$ cat config.mk
export PLATFORM = sky130hd
export DESIGN_NAME = serial_subtractor
export DESIGN_NICKNAME = d
export VERILOG_FILES = /design/src/rtl/serial_subtractor.sv
export SDC_FILE = /design/constraint.sdc
export NUM_CORES = 1
export LEC_CHECK = 0
export ABC_AREA = 1
export CORE_UTILIZATION = 35
export CTS_BUF_LIST = sky130_fd_sc_hd__clkbuf_2
export DETAILED_ROUTE_END_ITERATION = 6
export GPL_ROUTABILITY_DRIVEN = 0
export GPL_TIMING_DRIVEN = 0
export PLACE_DENSITY_LB_ADDON = 0.25
export SYNTH_ARGS = -nofsm -noshare
export SYNTH_HDL_FRONTEND = slang
export SYNTH_SLANG_ARGS = --single-unit
$ cat constraint.sdc
create_clock -name clk -period 1.6 [get_ports clk]
set_input_delay 0.24 -clock clk [delete_from_list [all_inputs] [get_ports clk]]
set_output_delay 0.24 -clock clk [all_outputs]
set_load 0.005 [all_outputs]
$ cat src/rtl/serial_subtractor.sv
// Bit-serial subtractor: computes a - b LSB-first over WIDTH cycles, then pulses done.
// Optional macro SERIAL_SUBTRACTOR_OVF_EN adds a registered signed-overflow output ovf.
module serial_subtractor #(
    parameter int WIDTH = 8
) (
    input  logic             clk,
    input  logic             rst,
    input  logic             start,
    input  logic [WIDTH-1:0] a,
    input  logic [WIDTH-1:0] b,
    output logic             busy,
    output logic             done,
    output logic [WIDTH-1:0] diff,
`ifdef SERIAL_SUBTRACTOR_OVF_EN
    output logic             borrow,
    output logic             ovf
`else
    output logic             borrow
`endif
);

    localparam int CW = $clog2(WIDTH + 1);
    localparam logic [CW-1:0] LAST = CW'(WIDTH - 1);

    typedef enum logic [1:0] {
        IDLE  = 2'd0,
        SHIFT = 2'd1,
        DONE  = 2'd2
    } state_t;

    state_t           state, state_nx;
    logic [WIDTH-1:0] areg, breg, rreg;
    logic             bflop;
    logic [CW-1:0]    cnt;
    logic             dbit, bout;
    logic             last;

`ifdef SERIAL_SUBTRACTOR_OVF_EN
    // Operand sign bits are shifted out of areg/breg, so keep them for the overflow test.
    logic             amsb, bmsb;
`endif

    assign dbit = areg[0] ^ breg[0] ^ bflop;
    assign bout = (~areg[0] & breg[0]) | (~(areg[0] ^ breg[0]) & bflop);
    assign last = (cnt == LAST);

    always_ff @(posedge clk or posedge rst) begin
        if (rst) begin
            state <= IDLE;
        end else begin
            state <= state_nx;
        end
    end

    always_comb begin
        state_nx = state;
        busy     = 1'b0;
        done     = 1'b0;
        case (state)
            IDLE: begin
                if (start) begin
                    state_nx = SHIFT;
                end
            end
            SHIFT: begin
                busy = 1'b1;
                if (last) begin
                    state_nx = DONE;
                end
            end
            DONE: begin
                done     = 1'b1;
                state_nx = IDLE;
            end
            default: begin
                state_nx = IDLE;
            end
        endcase
    end

    always_ff @(posedge clk or posedge rst) begin
        if (rst) begin
            areg   <= '0;
            breg   <= '0;
            rreg   <= '0;
            bflop  <= 1'b0;
            cnt    <= '0;
            diff   <= '0;
            borrow <= 1'b0;
`ifdef SERIAL_SUBTRACTOR_OVF_EN
            amsb   <= 1'b0;
            bmsb   <= 1'b0;
            ovf    <= 1'b0;
`endif
        end else begin
            if (state == IDLE && start) begin
                areg  <= a;
                breg  <= b;
                bflop <= 1'b0;
                cnt   <= '0;
`ifdef SERIAL_SUBTRACTOR_OVF_EN
                amsb  <= a[WIDTH-1];
                bmsb  <= b[WIDTH-1];
`endif
            end else if (state == SHIFT) begin
                areg  <= {1'b0, areg[WIDTH-1:1]};
                breg  <= {1'b0, breg[WIDTH-1:1]};
                rreg  <= {dbit, rreg[WIDTH-1:1]};
                bflop <= bout;
                cnt   <= cnt + 1'b1;
                // The final bit is merged in directly so the outputs update on the DONE-entry edge.
                if (last) begin
                    diff   <= {dbit, rreg[WIDTH-1:1]};
                    borrow <= bout;
`ifdef SERIAL_SUBTRACTOR_OVF_EN
                    ovf    <= (amsb != bmsb) && (dbit != amsb);
`endif
                end
            end
        end
    end

endmodule

[After elaboration in Yosys (flattened, before gate mapping)]
Index checks and enable logic that the tools add are counted.
Cells by class
  $add $sub $neg: 1
  equal/unequal tests: 5
  muxes and demuxes: 13
  bitwise logic cells: 8
  reduce and logical (&&, ||, !) cells: 6
Operators by type and width (count)
  $mux W8: 4
  $mux W4: 2
  $add A4 B1 Y4 const B: 1
  $eq A4 B3 Y1 const B: 1
  $mux W1: 4
  $mux W2: 2
  $ne A2 B2 Y1 const B: 2
  $pmux W2 S2: 1
  $reduce_and A2 Y1: 2
  $not A1 Y1: 3
  $reduce_and A3 Y1: 1
  $and A1 B1 Y1: 2
  $eq A2 B1 Y1 const B: 1
  $eq A2 B2 Y1 const B: 1
  $logic_not A2 Y1: 1
  $reduce_bool A2 Y1: 1
  $xor A1 B1 Y1: 2
  $logic_and A1 B1 Y1: 1
  $or A1 B1 Y1: 1
Storage, ports and cells
  register bits: 40
  input bits: 19
  output and inout bits: 11
  word-level logic and storage cells: 41

[Longest topological paths before layout]
Gate-level depths: netlist (run 1).
  depth in word-level cells: 6
  mapped depth: 7

[Worst setup path after synthesis (run 1)]
No wires, ideal clock.
  kind: register to register
  start point: register cnt[1]
  end point: register borrow
  library setup time: 118 ps
  data arrival time: 1042 ps
  data required time: 1482 ps
  slack: 439 ps
  stages on the path, launching flop included: 8
  buffers on the path: 1
  path through: dfrtp_1 -> ha_1 -> nand2_1 -> nor2_2 -> nand2_2 -> buf_6 -> nand2_1 -> o21ai_2
On the way
  longest elaborated chain between the ends: 2
Ends and longest elaborated chain
  from (decl): line 34  | logic [CW-1:0] cnt;
  from (signal assigned): line 110  | cnt <= cnt + 1'b1;
  $eq A4 B3 Y1: line 45  | assign last = (cnt == LAST);
  $reduce_and A3 Y1 (no line)
  to (signal assigned): line 114  | borrow <= bout;
  to (decl): line 18  | output logic borrow
Every way passes these cells.
A chain may end at the register's enable or synchronous reset.

[Final worst setup path (run 1)]
  start point: register borrow
  end point: output borrow
No word-level cell between the ends.

==> run_results.csv, run 1 <==
group,metric,value,unit
drt,drc,0,
timing,whs,0.275,ns
die,start_util,37.3,%
synthesis,synth.distinct_cells,18,
synthesis,syn_area,1670,sq um
synthesis,syn_avg_cell_area,8.78,sq um
outcome,status,"completed",
synthesis,synth_top_area_share,58.5,%
timing,setup_viol,0,
finish,fill_cells,444,
synthesis,synthTopCellsByArea,"dfrtp_1 59%, nand2_1 19%, nand3_1 4.2%",
critical_path,cp-start-kind,"flop",
pwr,ir_worst_vdd,0.472,mV
timing,worstMarginPinSlew,0.782,ns
cts,clkSinkCount,39,
die,row_count,24,
critical_path,r2r_cells,8,
cts,clock_path_buffers,2,
synthesis,yosys_warnings,0,
die,die_y,71.0,um
synthesis,synth-main-ff-cell,"dfrtp_1",
finish,seqCellArea,976,sq um
critical_path,r2r-start,"state[1]",
timing,fmax,655,MHz
synthesis,synth_area_leader_cell,"dfrtp_1",
place,dp_hpwl,2.18,mm
grt,antenna_found_initial,0,
timing,setup_slack,0.0728,ns
drt,dr.pass1.iters,6,
synthesis,synth_cells,190,
job,drv_cap,0,
synthesis,synth_seq_area_share,58.5,%
synthesis,synth-edff-count,0,
critical_path,crit_slowest_cell,"clkdlybuf4s50_1",
timing,skew,0.0178,ns
timing,drv_slew,0,
timing,slew_headroom,47.8,%
critical_path,reg2reg_setup_slack,0.12,ns
critical_path,cp_num_buf_inv,1,
synthesis,synthArstFlopShare,100,%
grt,grt_pass1_wl,5.73,mm
cts,path_clk_slew,0.20,ns
place,place_ws,0.00448,ns
die,die_area,5050,sq um
finish,n_antenna_cell,0,
grt,grt-ovfl-total,0,
finish,nets,257,
drt,avgRoutedWirePerCell,11.5,um
die,die_w,71.0,um
synthesis,synth-seq-cells,39,
grt,grt_pass1_vias,1256,
critical_path,r2r-end,"borrow",
cts,cts_max_level,2,
timing,hold_viol,0,
critical_path,crit_fanout,2,
cts,cts_tree,"yes",
grt,grt_max_degree,40,
finish,layout-drive-gt1-share,16.9,%
cts,cts_made_buffers,5,
drt,drtIter0Drc,59,
finish,syn_to_final_growth,28.8,%
critical_path,crit_required,1.36,ns
critical_path,slowest_delay,0.49,ns
cts,root_buffer,"clkbuf_2",
timing,period_minus_slack,1.53,ns
place,placed_area,2020,sq um
grt,grt_usage,15.1,%
min_path,hp-class,"in -> async",
synthesis,syn_nets,211,
drt,wl,3.31,mm
place,port_buffers,29,
finish,fin_util,48.0,%
drt,vias,1337,
synthesis,synth_commonest_cells,"84 x nand2_1, 39 x dfrtp_1, 15 x inv_1",
critical_path,crit_arrival,1.29,ns
pwr,p_per_area,1640,nW/um^2
cts,worst_skew_pair.late_latency,0.40,ns
synthesis,synth_most_common_cell,"nand2_1",
drt,vias_per_cell,4.63,
die,io_pins,30,
timing,period_share,95.4,%
critical_path,endpoint_kind,"output pin",
finish,multi_input_area,582,sq um
finish,final_area,2150,sq um
die,coreArea,4470,sq um
critical_path,crit_family,"buffers and inverters",
drt,ant_nets,0,
pwr,p_leak,1.17,nW
critical_path,timing.critical_path.cells,"clkdlybuf4s50_1",
critical_path,path_class,"reg -> out",
## placed cells by master, fill, tap and decap left out
| master | synthesis | final |
|---|---|---|
| buf_6 | 1 | 1 |
| buf_2 | 4 | 4 |
| nor2_4 | 1 | 1 |
| fa_1 | 1 | 1 |
| inv_2 | 2 | 4 |
| a21oi_1 | 2 | 2 |
| inv_1 | 15 | 13 |
| clkdlybuf4s50_1 | 0 | 22 |
| o21ai_0 | 6 | 6 |
| o21ai_1 | 4 | 4 |
| dlymetal6s2s_1 | 0 | 5 |
| nand3_1 | 14 | 14 |
| nor2_1 | 5 | 5 |
| dfrtp_1 | 39 | 39 |
| buf_4 | 2 | 13 |
| ha_1 | 1 | 1 |
| clkbuf_2 | 0 | 5 |
| nand2_2 | 1 | 1 |
| clkinv_2 | 0 | 3 |
| nand2_1 | 84 | 84 |
| nor2_2 | 1 | 1 |
| o21ai_2 | 7 | 7 |
| clkdlybuf4s15_1 | 0 | 1 |
## cells by family (layout without fill, tap and decap cells)
group                    Yosys count  after routing  share of synthesized area, %
AO/OA/AOI/OAI                     19             19                          7.28
adder cells (fa/ha/maj)            2              2                          1.95
buffers and inverters             24             71                          6.60
flip-flops                        39             39                          58.5
AND/OR/NAND/NOR                  106            106                          25.7
## layer usage
metal	up-vias	wire length, um	GRT usage [%]
met3	7	149	4.27
met1	615	1600	20.1
met4	0	70	7.33
met5	-	0	0
li1	684	-	-
met2	31	1490	23.0
## sequential cells by signal, summed over array words and instances, names as in the netlist
name,flops
breg,8
bflop,1
cnt,4
areg,8
borrow,1
diff,8
state,2
rreg,7
## power breakdown
| group | switching, mW | total (mW) | leakage [nW] | internal (mW) |
|---|---|---|---|---|
| combinational | 0.803 | 1.52 | 0.634 | 0.713 |
| sequential | 0.201 | 1.58 | 0.501 | 1.38 |
| clock | 0.321 | 0.421 | 0.0325 | 0.100 |
| total | 1.32 | 3.51 | 1.17 | 2.19 |
## worst max-delay path by stage
stage	start	endpoint	slack (ns)	cells past startpoint
after floorplan	cnt[1]	borrow	0.44	7
after global placement	rst	areg[0]	-0.40	2
after detailed placement	state[1]	busy	0.004	3
after CTS	diff[3]	diff[3]	0.03	1
after global routing	borrow	borrow	-0.009	1
final	borrow	borrow	0.07	1
## final cells by class
| type | count | area share, % |
|---|---|---|
| flip-flops and latches | 39 | 45.4 |
| clock inverters | 3 | 0.699 |
| multi-input cells | 127 | 27.1 |
| clock buffers | 5 | 1.16 |
| well taps | 52 | 3.03 |
| repair buffers | 40 | 17.7 |
| inverters | 17 | 2.97 |
| plain buffers | 6 | 1.92 |
## through the flow
step	setup TNS, ns	cells	power, mW
finish	0	289	3.51
global route	-0.00865	289	3.84
global placement	-15.40	271	2.97
CTS	0	285	3.52
floorplan	0	190	2.49
detailed placement	0	271	3.01
## repair_timing
action                     4_1_cts  5_1_grt
pin swaps                        1        1
setup endpoints to repair        2        9
hold buffers                     0        0
gates resized for setup          7        7
setup buffers                    6        5
No activity file was read; power rests on OpenSTA's default activity.
==> run 2, diff against run 1 <==
ABC_CLOCK_PERIOD_IN_PS = 1600   (was default)
==> results of run 2 <==
No change in the layout: final DEF, timing and power equal those of run 1.
==> run 3, diff against run 2 <==
DONT_BUFFER_PORTS = 1   (was default)
==> run 3 against run 2 <==
Worst hold slack worse by 0.21 ns. Die area stayed put. Largest power group unchanged. The run now ends with DRC left. Critical path depth is 1 higher. Cell count is 8.7% lower. Total power is 10% lower. Via count is 8.7% lower. Sequential power is 3% higher. Clock skew is 0.0096 ns lower. Register-to-register slack better by 0.17 ns.
==> run_results.csv, run 3 (synthesized netlist as in run 1, its figures left out) <==
group,metric,value,unit
outcome,status,"finished with violations",
outcome,violations,"DRC",
grt,grt_pass1_vias,1190,
grt,grt_usage,14.2,%
pwr,pwr-share-comb,36.6,%
timing,slew_headroom,47.5,%
drt,drtIter0Drc,49,
finish,fin_util,43.0,%
finish,seqCellArea,976,sq um
pwr,switching_share,39.1,%
cts,clkSinkCount,39,
timing,hold_viol,0,
drt,vias_per_cell,4.63,
drt,ant_nets,0,
die,die_area,5050,sq um
finish,top_regs,"areg: 8 flops, breg: 8 flops, diff: 8 flops",
pwr,p_per_area,1640,nW/um^2
timing,setup_viol,0,
critical_path,crit_arrival,1.24,ns
finish,final_area,1930,sq um
finish,most-common-layout-cells,"84 x nand2_1, 39 x dfrtp_1, 16 x dlygate4sd3_1",
cts,cts_made_buffers,5,
cts,postCtsSetupBuffers,0,
finish,layout_commonest_cell,"nand2_1",
critical_path,cp_num_buf_inv,1,
critical_path,crit_required,1.36,ns
timing,rsz0062_at_grt,"no",
place,placed_area,1730,sq um
critical_path,crit_slowest_cell,"dfrtp_1",
drt,dr.pass1.iters,6,
die,die_w,71.0,um
grt,grt-ovfl-total,0,
cts,path_clk_slew,0.17,ns
drt,drc,2,
cts,root_buffer,"clkbuf_2",
drt,vias,1221,
min_path,whs_path_depth,4,
pwr,sequentialPowerShare,51.1,%
critical_path,cp-start-kind,"flop",
cts,cts_tree,"yes",
cts,clock_path_buffers,2,
place,place_ws,0.287,ns
grt,grt_pass1_wl,5.38,mm
critical_path,worstSetupPathDepth,2,
drt,wl,3.18,mm
place,dp_hpwl,2.22,mm
timing,period_share,92.8,%
job,drv_cap,0,
critical_path,crit_start,"state[1]",
drt,avgRoutedWirePerCell,12.0,um
timing,worstMarginPinSlew,0.786,ns
cts,cts_max_level,2,
timing,skew,0.00821,ns
finish,syn_to_final_growth,15.5,%
finish,multi_input_area,582,sq um
critical_path,r2r_cells,7,
pwr,internal_power,1.93,mW
finish,nets,234,
critical_path,endpoint,"busy",
timing,setup-tns-final,0,ns
critical_path,crit_fanout,10,
critical_path,slowest_delay,0.45,ns
die,coreArea,4470,sq um
critical_path,reg2reg_setup_slack,0.29,ns
critical_path,endpoint_kind,"output pin",
die,io_pins,30,
grt,grt_max_degree,40,
critical_path,path_class,"reg -> out",
timing,fmax,673,MHz
die,row_count,24,
timing,period_minus_slack,1.48,ns
critical_path,r2r-start,"cnt[1]",
critical_path,timing.critical_path.cells,"nor2_4 -> clkbuf_4",
pwr,p_sw,1.24,mW
timing,drv_slew,0,
finish,layout-drive-gt1-share,12.3,%
cts,worst_skew_pair.late_latency,0.37,ns
pwr,ir_worst_vdd,0.506,mV
pwr,clkPwrFrac,12.4,%
finish,fill_cells,475,
critical_path,r2r-end,"borrow",
critical_path,crit_family,"flip-flops",
place,port_buffers,0,
pwr,p_leak,0.994,nW
finish,n_antenna_cell,0,
grt,antenna_found_initial,0,
min_path,hp-class,"in -> reg",
pwr,power.total,3.16,mW
die,start_util,37.3,%
timing,setup_slack,0.115,ns
die,die_y,71.0,um
run 3: area by class of cell:
type	instances	area share (%)
buffer	7	2.53
sequential	39	50.7
tap	52	3.38
multi-input combinational	127	30.2
inverter	17	3.31
clock buffer	6	1.56
timing repair buffer	16	8.32
run 3: per-layer routing:
layer | track usage (%) | wire length (um) | up-vias
met3 | 4.56 | 135 | 5
met5 | 0 | 0 | -
met1 | 18.5 | 1580 | 562
li1 | - | - | 629
met2 | 22.0 | 1400 | 25
met4 | 6.00 | 57 | 0
run 3: worst min-delay path by stage:
stage | from | to
floorplan | a[7] | areg[7]
global placement | a[7] | areg[7]
detailed placement | rst | diff[4]
CTS | a[2] | areg[2]
global route | a[2] | areg[2]
finish | a[2] | areg[2]
run 3: through the flow:
stage          hold slack, ns  cells
6_report               0.0650    264
5_1_grt                0.0354    264
4_1_cts                0.0481    264
3_5_place_dp            0.322    242
3_3_place_gp            0.352    242
2_1_floorplan           0.350    190
run 3: worst register-to-register path, stage by stage (launching register included):
cell	delay [ns]
dfrtp_1	0.40
ha_1	0.17
nand2_1	0.08
nor2_2	0.12
nand2_2	0.14
buf_6	0.19
nand2_1	0.07
o21ai_2	0.05
run 3: timing repair:
item / 4_1_cts / 5_1_grt
hold buffers: 16 / 0
endpoints found under the setup margin: 0 / 1
gates resized for setup: 0 / 1
endpoints found under the hold margin: 54 / 0
run 3: power by group through the flow:
| stage | sequential (mW) | clock, mW | combinational (mW) |
|---|---|---|---|
| floorplan | 1.59 | 0 | 0.906 |
| global placement | 1.63 | 0 | 1.11 |
| detailed placement | 1.65 | 0 | 1.13 |
| CTS | 1.62 | 0.406 | 1.18 |
| global route | 1.67 | 0.440 | 1.35 |
| finish | 1.62 | 0.391 | 1.16 |
